==> src/rtl/usb_rx_bit_timer.sv <==
// usb_rx_bit_timer: USB 1.1 RX bit timing recovery, sampling and bit unstuffing.
module usb_rx_bit_timer #(
  parameter int CLKS_PER_BIT = 8,
  parameter int SAMPLE_PHASE = 3,
  parameter int MAX_ONES     = 6
) (
  input  logic       clk,
  input  logic       rst,
  input  logic       rcving,
  input  logic       d_edge,
  input  logic       d_orig,
  output logic       shift_enable,
  output logic       byte_received,
  output logic       stuff_err,
  output logic [2:0] bit_cnt
);
  localparam int PW = $clog2(CLKS_PER_BIT);
  localparam int OW = $clog2(MAX_ONES + 1);
  typedef enum logic {IDLE, RUN} state_t;
  state_t        state_q, state_d;
  logic [PW-1:0] phase_q, phase_d;
  logic [OW-1:0] ones_q, ones_d;
  logic [2:0]    bit_cnt_q, bit_cnt_d;
  logic          se_q, se_d, br_q, br_d, err_q, err_d, stuffed;
  always_comb begin
    state_d   = state_q;
    phase_d   = '0;
    ones_d    = '0;
    bit_cnt_d = '0;
    se_d      = 1'b0;
    br_d      = 1'b0;
    err_d     = 1'b0;
    stuffed   = ones_q == OW'(MAX_ONES);
    if (state_q == IDLE) begin
      state_d = rcving ? RUN : IDLE;
      phase_d = rcving ? PW'(1) : '0;
    end else if (!rcving) begin
      state_d = IDLE;
    end else begin
      // an edge marks phase 0 in its own cycle, so the next cycle is phase 1
      phase_d   = d_edge ? PW'(1) : (phase_q == PW'(CLKS_PER_BIT - 1) ? '0 : phase_q + 1'b1);
      ones_d    = ones_q;
      bit_cnt_d = bit_cnt_q;
      br_d      = se_q && bit_cnt_q == 3'd0;
      if (phase_q == PW'(SAMPLE_PHASE)) begin
        se_d      = !stuffed;
        err_d     = stuffed && d_orig;
        ones_d    = (!stuffed && d_orig) ? ones_q + 1'b1 : '0;
        bit_cnt_d = stuffed ? bit_cnt_q : bit_cnt_q + 3'd1;
      end
    end
  end
  always_ff @(posedge clk) begin
    if (rst) begin
      state_q   <= IDLE;
      phase_q   <= '0;
      ones_q    <= '0;
      bit_cnt_q <= '0;
      se_q      <= 1'b0;
      br_q      <= 1'b0;
      err_q     <= 1'b0;
    end else begin
      state_q   <= state_d;
      phase_q   <= phase_d;
      ones_q    <= ones_d;
      bit_cnt_q <= bit_cnt_d;
      se_q      <= se_d;
      br_q      <= br_d;
      err_q     <= err_d;
    end
  end
  assign shift_enable  = se_q;
  assign byte_received = br_q;
  assign stuff_err     = err_q;
  assign bit_cnt       = bit_cnt_q;
endmodule

==> config.mk <==
export PLATFORM = sky130hd
export DESIGN_NAME = usb_rx_bit_timer
export DESIGN_NICKNAME = d
export VERILOG_FILES = /design/src/rtl/usb_rx_bit_timer.sv
export SDC_FILE = /design/constraint.sdc
export NUM_CORES = 1
export LEC_CHECK = 0
export ABC_AREA = 1
export CORE_AREA = 10 10 47 49
export CTS_BUF_LIST = sky130_fd_sc_hd__clkbuf_8
export DETAILED_ROUTE_END_ITERATION = 12
export DIE_AREA = 0 0 57 59
export PLACE_DENSITY = 0.73
export SYNTH_ARGS = -nofsm -noshare
export SYNTH_HDL_FRONTEND = slang
export SYNTH_SLANG_ARGS = --single-unit
==> constraint.sdc <==
create_clock -name clk -period 3.5 [get_ports clk]
set_clock_uncertainty 0.15 [all_clocks]
set_input_delay 0.7 -clock clk [delete_from_list [all_inputs] [get_ports clk]]
set_output_delay 0.7 -clock clk [all_outputs]
set_load 0.005 [all_outputs]
==> results of run 1 <==
routing by layer:
metal,up-vias,global-route usage,wire length [µm]
met3,2,0.0451,82
met1,194,0.0722,482
met2,13,0.0992,432
li1,255,-,-
met4,0,0.0302,14
met5,-,0,0
final timing paths:
check / slack [ns] / to
worst min register to register: 0.32 / byte_received
worst min-delay path: 0.32 / byte_received
worst max register to register: 2.01 / ones_q[2]
worst max-delay path: 1.52 / bit_cnt[0]
cell usage in the layout (no fill, tap or decap):
master                            count
sky130_fd_sc_hd__nand2_2              5
sky130_fd_sc_hd__nand4_1              1
sky130_fd_sc_hd__inv_1               12
sky130_fd_sc_hd__inv_2                2
sky130_fd_sc_hd__dfxtp_1             13
sky130_fd_sc_hd__clkbuf_8             3
sky130_fd_sc_hd__nand3_1              3
sky130_fd_sc_hd__nand2_1              8
sky130_fd_sc_hd__nand2_4              1
sky130_fd_sc_hd__nor2_2               2
sky130_fd_sc_hd__o22ai_1              1
sky130_fd_sc_hd__ha_1                 7
sky130_fd_sc_hd__xor2_1               1
sky130_fd_sc_hd__nor3_2               1
sky130_fd_sc_hd__clkdlybuf4s50_1     10
sky130_fd_sc_hd__o21ai_1              2
sky130_fd_sc_hd__nor2_4               2
sky130_fd_sc_hd__xnor2_1              1
sky130_fd_sc_hd__nor2_1              11
sky130_fd_sc_hd__a21oi_2              1
per-stage QoR:
step	power, mW	hold slack, ns	setup WS (ns)
final	0.297	0.316	1.52
after CTS	0.301	0.319	1.50
after global routing	0.307	0.346	1.46
after detailed placement	0.169	0.306	1.67
after floorplan	0.162	0.279	2.16
after global placement	0.169	0.299	1.70
cell usage after synthesis, drive strengths merged:
| cell | number | share of area |
|---|---|---|
| xnor2 | 1 | 0.014 |
| o21ai | 2 | 0.016 |
| xor2 | 1 | 0.014 |
| nor2 | 15 | 0.12 |
| a21oi | 1 | 0.014 |
| inv | 13 | 0.077 |
| nand2 | 14 | 0.12 |
| buf | 1 | 0.018 |
| o22ai | 1 | 0.0099 |
| dfxtp | 13 | 0.41 |
| ha | 7 | 0.14 |
| nand3 | 3 | 0.024 |
| nand4 | 1 | 0.0099 |
| nor3 | 1 | 0.016 |
cell families after synthesis:
group | synth area share
AO/OA/AOI/OAI | 0.0397
XOR/XNOR | 0.0278
adder cells (fa/ha/maj) | 0.139
buffers and inverters | 0.0952
flip-flops | 0.413
AND/OR/NAND/NOR | 0.286
power by group:
group	internal, mW	switching (mW)	total, mW
combinational	0.00737	0.00755	0.0149
sequential	0.150	0.00116	0.151
clock	0.0774	0.0532	0.131
total	0.235	0.0619	0.297
layout make-up:
type | instances | share of cell area
Multi-Input combinational cell | 47 | 0.396
Sequential cell | 13 | 0.332
Timing Repair Buffer | 10 | 0.128
Inverter | 13 | 0.0622
Clock buffer | 3 | 0.0526
Tap cell | 16 | 0.0255
Clock inverter | 1 | 0.00478
state kept, by name, indices dropped and copies added (netlist names):
name,flops
bit_cnt,3
byte_received,1
ones_q,3
phase_q,3
shift_enable,1
state_q,1
stuff_err,1
==> Flow_metrics.wiki, run 1 <==
{| class="wikitable"
! Metric !! Value
|-
| Outcome || finished clean
|-
| Placed Instances || 99
|-
| DP Area || 739 µm²
|-
| FMAX || 505 MHz
|-
| Total length of routed wires || 1.01 mm
|-
| Library cells used by synthesis || 19
|-
| CP Depth || 1
|-
| Slew of the pin with the lowest slew margin || 0.378 ns
|-
| Final count of pins violating max slew || 0
|-
| Critical Path, Cell by Cell || clkdlybuf4s50_1
|-
| Required time worst endpoint || 2.65 ns
|-
| Via count || 464
|-
| Share of the clock period used by the worst path || 0.566
|-
| Inserted Clock Buffers || 3
|-
| Final estimated routing congestion in global placement || 0.755
|-
| Share of synthesized area occupied by flip-flops and latches || 0.413
|-
| Clock tree from TritonCTS || yes
|-
| Count of standard-cell rows || 14
|-
| Routed wirelength normalized by instance count || 9.82 µm
|-
| Std-Cell Core Area || 1400 µm²
|-
| CP Launch Type || flop
|-
| Root buffer selected by CTS || sky130_fd_sc_hd__clkbuf_8
|-
| Area added between synthesis and finish || 24.4%
|-
| Post-route cell area || 785 µm²
|-
| Post-detailed-placement half-perimeter wirelength || 820 µm
|-
| Starting DRC count in detailed routing || 5
|-
| CTS sink count || 13
|-
| CP Max Fanout || 4
|-
| Area of the multi-input gates || 310 µm²
|-
| Class of the most critical hold timing path || flop to flop
|-
| Max-capacitance violation count || 0
|-
| Worst hold start || shift_enable
|-
| Maximum count of clock buffers along a single path || 2
|-
| Depth of the worst register-to-register path || 5
|-
| Clock transition at the registers of the reported paths || 0.06 ns
|-
| Layout Nets || 100
|-
| Final antenna diode count || 0
|-
| Slowest library cell on the worst path || sky130_fd_sc_hd__clkdlybuf4s50_1
|-
| Fin Setup TNS || 0 ns
|-
| Wire length of the first global-routing pass || 1.78 mm
|-
| GRT Residual Overflow || 0
|-
| WP data arrival || 1.13 ns
|-
| Register area || 260 µm²
|-
| Kind of cell adding the most delay to the critical path || buffers and inverters
|-
| Buffer and inverter count on the worst path || 1
|-
| Worst flop-to-flop path startpoint || phase_q[0]
|-
| Clock latency reported for the late side of the worst-skew pair || 0.24 ns
|-
| Via count of the first global-routing pass || 439
|-
| Total Die Area || 3360 µm²
|-
| Critical path capture point type || output pin
|-
| Setup repair bufs after CTS || 0
|-
| Antenna violations before repair || 0
|-
| Post-synthesis register bit count || 13
|-
| Initial Utilization || 0.450
|-
| Final Hold Vio Count || 0
|-
| Post-cts repair resize count || 0
|-
| I/O Pins || 11
|-
| Final critical-path required period || 1.98 ns
|-
| Setup repair after global routing missed its margin || false
|-
| Worst setup path class || flop to output pin
|-
| Hold path cells || 2
|-
| Final setup viols || 0
|-
| H-tree depth || 1
|-
| Warnings, synthesis || 0
|-
| Slew margin rel. || 0.748
|-
| Final instance count without filler cells || 103
|-
| Power per cell area || 378 nW/µm²
|-
| Count of nets left with antenna violations after detail routing || 0
|-
| Static leakage || 0.312 nW
|-
| Largest net degree at the start of global routing || 9
|-
| Core occupancy in the finished layout || 0.560
|-
| Share of post-route cells with drive strength above 1 || 0.195
|-
| Peak supply drop || 0.386 mV
|-
| Port Buffers || 10
|-
| Timing startpoint of the critical path || bit_cnt[0]
|-
| DR DRC count || 0
|-
| Mean post-synth cell area || 8.52 µm²
|-
| Length of the first detailed-routing pass in iterations || 4
|-
| Number of fill cells || 131
|-
| Global routing usage summed across all routing layers || 0.0669
|-
| Gate Count Post-Synth || 74
|-
| Die Wd || 57 µm
|-
| Hold-fix buffer count after cts || 0
|-
| Vias per cell || 4.50
|-
| Maximum cell stage delay along the critical path || 0.52 ns
|-
| Synth Net Count || 86
|-
| Netlist area before placement || 631 µm²
|-
| Die Height || 59 µm
|}
Note: power is estimated with default switching activity, not from simulation.
==> run 2: changes to the inputs <==
--- a/config.mk
+++ b/config.mk
@@ -6,11 +6,11 @@
 export NUM_CORES = 1
 export LEC_CHECK = 0
 export ABC_AREA = 1
-export CORE_AREA = 10 10 47 49
+export CORE_MARGIN = 10
+export CORE_UTILIZATION = 47
 export CTS_BUF_LIST = sky130_fd_sc_hd__clkbuf_8
 export DETAILED_ROUTE_END_ITERATION = 12
-export DIE_AREA = 0 0 57 59
-export PLACE_DENSITY = 0.73
+export PLACE_DENSITY = 0.75
 export SYNTH_ARGS = -nofsm -noshare
 export SYNTH_HDL_FRONTEND = slang
 export SYNTH_SLANG_ARGS = --single-unit
==> constraint.sdc (replaced) <==
create_clock -name clk -period 1.82 [get_ports clk]
set_clock_uncertainty 0.15 [all_clocks]
set_input_delay 0.364 -clock clk [delete_from_list [all_inputs] [get_ports clk]]
set_output_delay 0.364 -clock clk [all_outputs]
set_load 0.005 [all_outputs]
==> run 2 against run 1 <==
Effect of this change:
- first-iteration DRC count grew 60%
- die area shrank 4.6%
- critical endpoint unchanged
- register-to-register slack lost 1.7 ns
- utilization grew 5.0 points
- sequential power grew 93%
==> Flow_metrics.wiki, run 2 (synthesized netlist as in run 1, its figures left out) <==
{| class="wikitable"
! Metric !! Value
|-
| DP Area || 738 µm² (-0.17%)
|-
| Class of the most critical hold timing path || flop to flop
|-
| Inserted Clock Buffers || 3 (unchanged)
|-
| Outcome || finished clean
|-
| Largest net degree at the start of global routing || 9 (unchanged)
|-
| Slowest library cell on the worst path || sky130_fd_sc_hd__clkdlybuf4s50_1
|-
| Met3 Use GR || 0.0562 (+0.0111)
|-
| Final estimated routing congestion in global placement || 0.737 (-2.4%)
|-
| Fraction of met1 tracks used by global routing || 0.0729 (+0.000662)
|-
| CTS sink count || 13 (unchanged)
|-
| Root buffer selected by CTS || sky130_fd_sc_hd__clkbuf_8
|-
| Setup repair bufs after CTS || 0 (unchanged)
|-
| Final antenna diode count || 0 (unchanged)
|-
| Portion of total power attributed to combinational logic || 0.051 (about the same)
|-
| Slew margin rel. || 0.767 (+0.0183)
|-
| Static leakage || 0.312 nW (unchanged)
|-
| Share of total power in the clock network || 0.435 (-0.005)
|-
| Area added between synthesis and finish || 24.2%
|-
| Fin Setup TNS || 0 ns (unchanged)
|-
| Post-route cell area || 783 µm² (-0.16%)
|-
| Post-cts repair resize count || 0 (unchanged)
|-
| Die Wd || 56.6 µm (-0.65%)
|-
| Share of the clock period used by the worst path || 0.911
|-
| Timing startpoint of the critical path || bit_cnt[0]
|-
| GRT Residual Overflow || 0 (unchanged)
|-
| Peak supply drop || 0.407 mV (+5.3%)
|-
| Vias per cell || 4.64 (+2.9%)
|-
| Critical path capture point type || output pin
|-
| Most common library cell in the layout ignoring fill and taps || sky130_fd_sc_hd__dfxtp_1
|-
| Kind of cell adding the most delay to the critical path || buffers and inverters
|-
| Std-Cell Core Area || 1280 µm² (-8.3%)
|-
| Global-route layer with the greatest usage || met2
|-
| Routed wirelength normalized by instance count || 10.4 µm (+6.4%)
|-
| Top library cells by usage in the layout, fill and taps aside || sky130_fd_sc_hd__dfxtp_1, sky130_fd_sc_hd__inv_1, sky130_fd_sc_hd__nor2_1
|-
| Share of post-route cells with drive strength above 1 || 0.195 (unchanged)
|-
| Count of standard-cell rows || 13 (-1)
|-
| FMAX || 603 MHz
|-
| Sequential share of power || 0.514 (+0.005)
|-
| Critical Path, Cell by Cell || clkdlybuf4s50_1
|-
| Post-detailed-placement half-perimeter wirelength || 848 µm (+3.4%)
|-
| Setup repair after global routing missed its margin || false
|-
| Slew of the pin with the lowest slew margin || 0.350 ns (-0.0275 ns)
|-
| Worst flop-to-flop path startpoint || phase_q[0]
|-
| Worst hold start || phase_q[0]
|-
| DR DRC count || 0 (unchanged)
|-
| Final critical-path required period || 1.66 ns
|-
| H-tree depth || 1 (unchanged)
|-
| WP data arrival || 1.14 ns (about the same)
|-
| Layout Nets || 100 (unchanged)
|-
| Final Hold Vio Count || 0 (unchanged)
|-
| Maximum cell stage delay along the critical path || 0.53 ns (about the same)
|-
| Core occupancy in the finished layout || 0.610 (+0.0497)
|-
| Max-capacitance violation count || 0 (unchanged)
|-
| Clock transition at the registers of the reported paths || 0.05 ns (about the same)
|-
| Required time worst endpoint || 1.31 ns (-1.34 ns)
|-
| Buffer and inverter count on the worst path || 1 (unchanged)
|-
| CP Launch Type || flop
|-
| Final count of pins violating max slew || 0 (unchanged)
|-
| Antenna violations before repair || 0 (unchanged)
|-
| Clock latency reported for the late side of the worst-skew pair || 0.24 ns (about the same)
|-
| Global Route met2 Usage || 0.118 (+0.0183)
|-
| Maximum count of clock buffers along a single path || 2 (unchanged)
|-
| Power per cell area || 722 nW/µm² (+91%)
|-
| Port Buffers || 10 (unchanged)
|-
| Hold-fix buffer count after cts || 0 (unchanged)
|-
| Worst setup path class || flop to output pin
|-
| Internal cell power || 0.451 mW (+92%)
|-
| Length of the first detailed-routing pass in iterations || 2 (-2)
|-
| Placed Instances || 98 (-1.0%)
|-
| I/O Pins || 11 (unchanged)
|-
| Final setup viols || 0 (unchanged)
|-
| Via count || 473 (+1.9%)
|-
| Share of total power consumed by net switching || 0.202 (-0.00652)
|-
| Count of nets left with antenna violations after detail routing || 0 (unchanged)
|-
| Total Die Area || 3210 µm² (-4.6%)
|-
| Global routing usage summed across all routing layers || 0.0764 (+0.00950)
|-
| Wire length of the first global-routing pass || 1.93 mm (+8.1%)
|-
| Starting DRC count in detailed routing || 8 (+3)
|-
| Die Height || 56.6 µm (-4.0%)
|-
| Clock tree from TritonCTS || yes
|-
| CP Max Fanout || 4 (unchanged)
|-
| Via count of the first global-routing pass || 480 (+9.3%)
|-
| Initial Utilization || 0.491 (+0.0407)
|-
| Total length of routed wires || 1.07 mm (+5.3%)
|-
| Final instance count without filler cells || 102 (-0.97%)
|-
| Total net switching power || 0.114 mW (+85%)
|}
[run 2: worst paths after layout]
path	to	depth (start not counted)	slack, ns
worst max-delay path	bit_cnt[0]	1	0.16
worst min-delay path	phase_q[0]	1	0.31
worst max register to register	bit_cnt[1]	5	0.36
worst min register to register	phase_q[0]	1	0.31
[run 2: worst reg2reg max path: stages (launching register included)]
cell	delay (ns)
sky130_fd_sc_hd__dfxtp_1	0.33
sky130_fd_sc_hd__ha_1	0.18
sky130_fd_sc_hd__ha_1	0.37
sky130_fd_sc_hd__nand2_2	0.13
sky130_fd_sc_hd__o21ai_1	0.15
sky130_fd_sc_hd__nor2_1	0.05
[run 2: stage by stage]
| stage | hold WS [ns] | worst slack, ns | power, mW |
|---|---|---|---|
| 3_3_place_gp | 0.291 | 0.343 | 0.325 |
| 6_report | 0.308 | 0.162 | 0.566 |
| 5_1_grt | 0.340 | 0.114 | 0.596 |
| 3_5_place_dp | 0.301 | 0.328 | 0.325 |
| 2_1_floorplan | 0.279 | 0.481 | 0.312 |
| 4_1_cts | 0.310 | 0.154 | 0.576 |
[run 2: routing by layer]
layer,vias to the layer above,share of wire,wire length [µm]
met5,-,0,0
met4,0,0.020,21
met3,4,0.085,90
met2,11,0.45,476
met1,207,0.45,476
li1,251,-,-
[run 2: cell type report]
| cell class | instances | area [µm²] |
|---|---|---|
| Fill cell | 119 | 502 |
| Clock inverter | 1 | 3.75 |
| Timing Repair Buffer | 10 | 100 |
| Inverter | 13 | 48.8 |
| Sequential cell | 13 | 260 |
| Clock buffer | 3 | 41.3 |
| Tap cell | 15 | 18.8 |
| Multi-Input combinational cell | 47 | 310 |
[run 2: power by group through the flow]
stage	logic, mW	registers [mW]	clock network [mW]
after detailed placement	0.0290	0.296	0
after floorplan	0.0157	0.296	0
after CTS	0.0291	0.290	0.256
final	0.0288	0.291	0.246
after global placement	0.0286	0.296	0
after global routing	0.0314	0.291	0.273
